<file path="config.mk">
export PLATFORM = sky130hd
export DESIGN_NAME = closest_block_hit_tracker
export DESIGN_NICKNAME = d
export VERILOG_FILES = /design/src/rtl/closest_block_hit_tracker.sv
export SDC_FILE = /design/constraint.sdc
export NUM_CORES = 1
export LEC_CHECK = 0
export ABC_AREA = 1
export BUFFER_PORTS_ARGS = -buffer_cell sky130_fd_sc_hd__clkbuf_2
export CAP_MARGIN = 20
export CORE_MARGIN = 4
export CORE_UTILIZATION = 50
export DETAILED_ROUTE_END_ITERATION = 8
export PLACE_DENSITY = 0.71
export SYNTH_ARGS = -nofsm -noshare
export SYNTH_HDL_FRONTEND = slang
export SYNTH_SLANG_ARGS = --single-unit
</file>
<file path="constraint.sdc">
create_clock -name clk_in -period 5.55 [get_ports clk_in]
set_input_delay 0.8325 -clock clk_in [delete_from_list [all_inputs] [get_ports clk_in]]
set_output_delay 0.8325 -clock clk_in [all_outputs]
set_load 0.02 [all_outputs]
</file>
<file path="src/rtl/closest_block_hit_tracker.sv">
// Tracks the nearest accepted ray/block hit across a group of intersection beats
// and emits one registered closest-hit record, one cycle after the group's last beat.
module closest_block_hit_tracker #(
    parameter int IDX_WIDTH         = 8,
    parameter bit REJECT_NEGATIVE_T = 1'b1
) (
    input  logic                 clk_in,
    input  logic                 rst_in,
    input  logic                 valid_in,
    input  logic                 intersects_in,
    input  logic [31:0]          t_in,
    input  logic [IDX_WIDTH-1:0] block_idx_in,
    input  logic                 last_in,
    output logic                 valid_out,
    output logic                 hit_out,
    output logic [31:0]          t_out,
    output logic [IDX_WIDTH-1:0] block_idx_out,
    output logic [IDX_WIDTH:0]   hit_count_out
);

    localparam int CNT_W = IDX_WIDTH + 1;

    typedef enum logic {
        EMPTY,
        HAVE_HIT
    } state_t;

    state_t               state_q, state_d;
    logic [31:0]          best_t_q, best_t_d;
    logic [IDX_WIDTH-1:0] best_idx_q, best_idx_d;
    logic [CNT_W-1:0]     count_q, count_d;

    logic                 out_valid_d, out_hit_d;
    logic [31:0]          out_t_d;
    logic [IDX_WIDTH-1:0] out_idx_d;
    logic [CNT_W-1:0]     out_cnt_d;

    logic                 is_nan, is_neg, accept, take;
    state_t               beat_state;
    logic [31:0]          beat_t;
    logic [IDX_WIDTH-1:0] beat_idx;
    logic [CNT_W-1:0]     beat_cnt;

    // Strict a < b on IEEE-754 singles, NaN excluded upstream; +0 and -0 compare equal.
    function automatic logic f32_less(input logic [31:0] a, input logic [31:0] b);
        logic both_zero;
        both_zero = (a[30:0] == 31'd0) && (b[30:0] == 31'd0);
        case ({a[31], b[31]})
            2'b00:   return a[30:0] < b[30:0];
            2'b11:   return a[30:0] > b[30:0];
            2'b10:   return !both_zero;
            default: return 1'b0;
        endcase
    endfunction

    // NOTE: every always_comb output gets a default first so no path leaves a latch.
    always_comb begin
        is_nan = (t_in[30:23] == 8'hFF) && (t_in[22:0] != 23'd0);
        is_neg = t_in[31] && (t_in[30:0] != 31'd0);
        accept = valid_in && intersects_in && !is_nan && !(REJECT_NEGATIVE_T && is_neg);
        // Strict compare keeps the earlier block on ties.
        take   = accept && ((state_q == EMPTY) || f32_less(t_in, best_t_q));

        beat_state = (accept || state_q == HAVE_HIT) ? HAVE_HIT : EMPTY;
        beat_t     = take ? t_in : best_t_q;
        beat_idx   = take ? block_idx_in : best_idx_q;
        beat_cnt   = (accept && !(&count_q)) ? count_q + CNT_W'(1) : count_q;

        state_d    = beat_state;
        best_t_d   = beat_t;
        best_idx_d = beat_idx;
        count_d    = beat_cnt;

        out_valid_d = 1'b0;
        out_hit_d   = hit_out;
        out_t_d     = t_out;
        out_idx_d   = block_idx_out;
        out_cnt_d   = hit_count_out;

        if (valid_in && last_in) begin
            out_valid_d = 1'b1;
            out_hit_d   = (beat_state == HAVE_HIT);
            out_t_d     = beat_t;
            out_idx_d   = beat_idx;
            out_cnt_d   = beat_cnt;
            // Clearing at the same edge lets the next beat open a new group with no bubble.
            state_d     = EMPTY;
            best_t_d    = 32'd0;
            best_idx_d  = '0;
            count_d     = '0;
        end
    end

    // NOTE: sequential state uses non-blocking assignments so all registers update together.
    always_ff @(posedge clk_in) begin
        if (rst_in) begin
            state_q       <= EMPTY;
            best_t_q      <= 32'd0;
            best_idx_q    <= '0;
            count_q       <= '0;
            valid_out     <= 1'b0;
            hit_out       <= 1'b0;
            t_out         <= 32'd0;
            block_idx_out <= '0;
            hit_count_out <= '0;
        end else begin
            state_q       <= state_d;
            best_t_q      <= best_t_d;
            best_idx_q    <= best_idx_d;
            count_q       <= count_d;
            valid_out     <= out_valid_d;
            hit_out       <= out_hit_d;
            t_out         <= out_t_d;
            block_idx_out <= out_idx_d;
            hit_count_out <= out_cnt_d;
        end
    end

endmodule

</file>
Word level (Yosys, flattened, before mapping)
Index checks and enable logic that the tools add are counted.
- flip-flop bits (word level): 101
- bits of input ports: 45
- word-level logic and storage cells: 44
- add/sub/neg operators: 1
- order comparisons: 2
- equality and inequality tests: 3
- muxes and demuxes: 6
- bitwise logic cells: 1
- reductions and logical operators: 22
- operator list (kind ; number):
    31-bit logical NOT ; 2
    32-bit two-way mux ; 1
    31-bit > comparator ; 1
    31-bit less-than comparator ; 1
    31-bit nonzero test ; 1
    23-bit nonzero test ; 1
    9-bit by 1-bit adder with 9-bit output (second input constant) ; 1
    1-bit logical AND ; 9
    9-bit two-way mux ; 1
    9-bit AND reduction ; 1
    8-bit == test (second input constant) ; 1
    8-bit two-way mux ; 1
    2-bit == test (second input constant) ; 2
    1-bit logical NOT ; 4
    1-bit one-hot mux with 3 select lines ; 1
    2-bit logical NOT ; 1
    1-bit logical OR ; 2
    1-bit two-way mux ; 2
    2-bit OR reduction ; 1
    1-bit NOT ; 1

Longest topological paths before layout
- word-level depth: 7
- mapped depth: 18
- mapped depth without buffers: 17

Least setup slack after synthesis
Ideal clock, no wire load.
- path type: input -> register
- start: input port t_in[30]
- end: register t_out[10]
- library setup time: 0.114 ns
- arrival time: 2.259 ns
- setup slack: 3.178 ns
- cell stages on the path: 15
- path buffers: 1
- path through: ha_1 -> nand2_1 -> nor2_2 -> nand2_1 -> nor2_1 -> nand2_1 -> nand2_1 -> nor2_1 -> nand2_1 -> nand3_2 -> nand4_4 -> buf_2 -> nand3_1 -> nand3_1 -> nand2_1
- longest elaborated chain between the ends: 7
- elaborated cells between the ends (all ways): 17
- classes of those cells: order compare: 2; eq/ne: 1; mux: 2; reduce/logical: 12
- RTL lines (item ; RTL line ; source):
    from (decl) ; 11 ; input logic [31:0] t_in,
    branches (longest 5 deep; another with 31-bit > comparator) ; - ;
    1-bit logical AND * ; 62 ; take = accept && ((state_q == EMPTY) || f32_less(t_in, best_t_q));
    32-bit two-way mux * ; 65 ; beat_t = take ? t_in : best_t_q;
    to (signal assigned) ; 113 ; t_out <= out_t_d;
    to (decl) ; 16 ; output logic [31:0] t_out,
Mark *: on every way between the ends.
A chain may end at the register's enable or synchronous reset.

Worst setup path after layout
- start: input port t_in[26]
- end: register best_t_q[12]
- longest elaborated chain between the ends: 7
- elaborated cells between the ends (all ways): 17
- classes of those cells: order compare: 2; eq/ne: 1; mux: 2; reduce/logical: 12
- RTL lines (item ; RTL line ; source):
    branches (longest 5 deep; another with 31-bit > comparator) ; - ;
    1-bit logical AND * ; 62 ;
    32-bit two-way mux * ; 65 ;
    to (signal assigned) ; 108 ; best_t_q <= best_t_d;
    to (decl) ; 29 ; logic [31:0] best_t_q, best_t_d;
Marked as above.

==> reports/metrics.csv <==
metric,value,unit
clockBufferDepth,2,
synth_top_area_share,39.6,%
status,"finished, final reports clean",
min_period,3.18,ns
slew_violations,0,
syn_inst,754,
stdcell_count,975,
core_area,9860,sq um
cp_data_arrival_time,3.43,ns
cpPeakStageDelay,0.62,ns
cts_sinks,101,
hold_path_class,reg2reg,
grt_usage,21.4,%
post-route-period-util,57.3,%
syn2layout_area_growth,14.9,%
synth_seq_cells,101,
yosysUniqueCellTypes,28,
ys_top_cells_by_area,"dfxtp_1, nand2_1, nand3_1",
critical_path_buf_inv_count,1,
p_leak,3.15,nW
dp_hpwl,8.62,mm
dp.cells,959,
clock.fmax,314,MHz
cts-resized-gates,0,
yosys.area.top_type,dfxtp_1,
path_cells,clkbuf_2 > ha_1 > nand2_1 > nor2_1 > nand2_1 > nor2_1 > nand2_1 > nand2_1 > nor2_1 > nand2_1 > nand3_2 > nand4_4 > nand2_4 > nand2_1 > nand2_1 > nor2_1,
maxCapViolations,0,
ir_drop,177,uV
hold_violations,0,
setup_slack,2.37,ns
final_util,59.5,%
crit_slowest_cell,nand2_4,
die_x,109,microns
grt_pass1_vias,4669,
pin_count,96,
finalWirelength,12.1,mm
drt_iter0_drc,271,
portBuffers,95,
ant_nets,0,
place_congestion,0.888,
antenna_cells,0,
drive_gt1_share,14.8,%
yosysWarnings,0,
row_count,36,
syn-num-nets,832,
syn_area_per_cell,6.77,sq um
final_cell_area,5870,sq um
cts_buffers,9,
crit_fanout,41,
h-tree-depth,3,
power,1.50,mW
grt_max_degree,52,
worst_setup_path_end_kind,flop,
post-place-ws,1.98,ns
cts_tree,yes,
worstSkewPairLatency,0.38,ns
post_cts_buffers,0,
cpLargestDelayFamily,simple AND/OR/NAND/NOR gates,
placed_area,5640,sq um
cpMostUsedCell,nand2_1,
path_class,in2reg,
cts_root_buf,clkbuf_8,
skew,0.0106,ns
vias_per_cell,4.91,
setup_viol,0,
die_h,109,microns
fin_nets,915,
cp-start-kind,input pin,
antenna_found_initial,0,
relSlewSlack,56.0,%
power.density,255,nW/um^2
yosysSeqAreaShare,39.6,%
overflow,0,
drt_pass1_iterations,5,
drc,0,
vias,4792,
setup_tns,0,ns
ctsHoldBuffers,0,
whs,0.455,ns
grt_pass1_wl,20.4,mm
netlist_area,5100,sq um
worstMarginPinSlew,0.659,ns
routedWlPerCell,12.4,microns
path_clk_slew,0.10,ns
rsz0062_at_grt,no,
critPathRequiredTime,5.80,ns
die-area,11900,sq um
initial_core_util,51.7,%
==> synthesized netlist by cell type <==
library cell    n
a21oi_1        14
and3b_1         1
buf_1           1
buf_2           6
buf_4           2
buf_6           4
clkbuf_1       14
dfxtp_1       101
ha_1           33
inv_1         104
inv_2           2
nand2_1       264
nand2_4         2
nand3_1        95
nand3_2         2
nand4_1        18
nand4_4         1
nor2_1         70
nor2_2          1
nor2_4          1
nor3_1          1
nor3b_1         1
nor4_1          1
o21ai_0         2
o21ai_1         4
or2_0           2
xnor2_1         2
xor2_1          5
==> final timing paths <==
| kind | from | end | slack (ns) | cells past startpoint |
|---|---|---|---|---|
| setup / recovery | t_in[26] | best_t_q[12] | 2.37 | 16 |
| hold / removal | t_out[13] | t_out[13] | 0.45 | 2 |
| setup reg to reg | best_t_q[14] | best_t_q[12] | 2.56 | 15 |
| hold reg to reg | t_out[13] | t_out[13] | 0.45 | 2 |
==> worst min-delay path, delay by kind of cell, from the launching register on <==
family	cells	cell delay [ns]
flip-flops	1	0.32
AND/OR/NAND/NOR	2	0.10
==> layer usage <==
layer	global-route usage (%)	up-vias	share of wire [%]
met5	0	-	0
met4	9.38	0	1.6
met3	3.49	15	5.7
met2	36.1	142	46
met1	26.8	2128	46
li1	-	2507	-
==> cell families (layout without fill, tap and decap cells) <==
family,Yosys count,count (layout),share of synthesized area (%)
AOI/OAI and AO/OA,20,20,1.96
xor gates and xnor gates,7,7,1.20
adders and majority gates,33,33,8.09
DFF,101,101,39.6
and+or+nand+nor,460,460,38.5
buffers and inverters,133,221,10.7
==> cells in the final DEF (no fill, tap or decap), types with 2 or more instances in the layout <==
master     netlist  final
clkbuf_2         0     95
inv_1          104    104
xnor2_1          2      2
a21oi_1         14     14
nor2_4           1      3
nand2_1        264    264
o21ai_1          4      4
buf_4            2      4
inv_2            2      2
or2_0            2      2
xor2_1           5      5
bufinv_16        0      2
clkbuf_8         0      9
nand2_4          2      2
ha_1            33     33
dfxtp_1        101    101
nor2_1          70     68
o21ai_0          2      2
nand3_2          2      2
nand3_1         95     95
nand4_1         18     18
==> state kept, by name, indices dropped and copies added (netlist names) <==
register / count
block_idx_out: 8
valid_out: 1
t_out: 32
best_idx_q: 8
best_t_q: 32
count_q: 9
hit_count_out: 9
state_q: 1
hit_out: 1
==> power breakdown <==
group          switching, mW  total, mW  internal [mW]
Sequential           0.00892      0.755          0.746
Combinational          0.138      0.209         0.0709
Clock                  0.272      0.532          0.259
Total                  0.420       1.50           1.08
==> layout make-up <==
type                            count  area, sq um
Inverter                          106          398
Fill cell                         925         4000
Tap cell                          133          166
Timing Repair Buffer               99          505
Clock inverter                      6         93.8
Multi-Input combinational cell    520         2550
Clock buffer                       10          128
Sequential cell                   101         2020
Note: power is estimated with default switching activity, not from simulation.
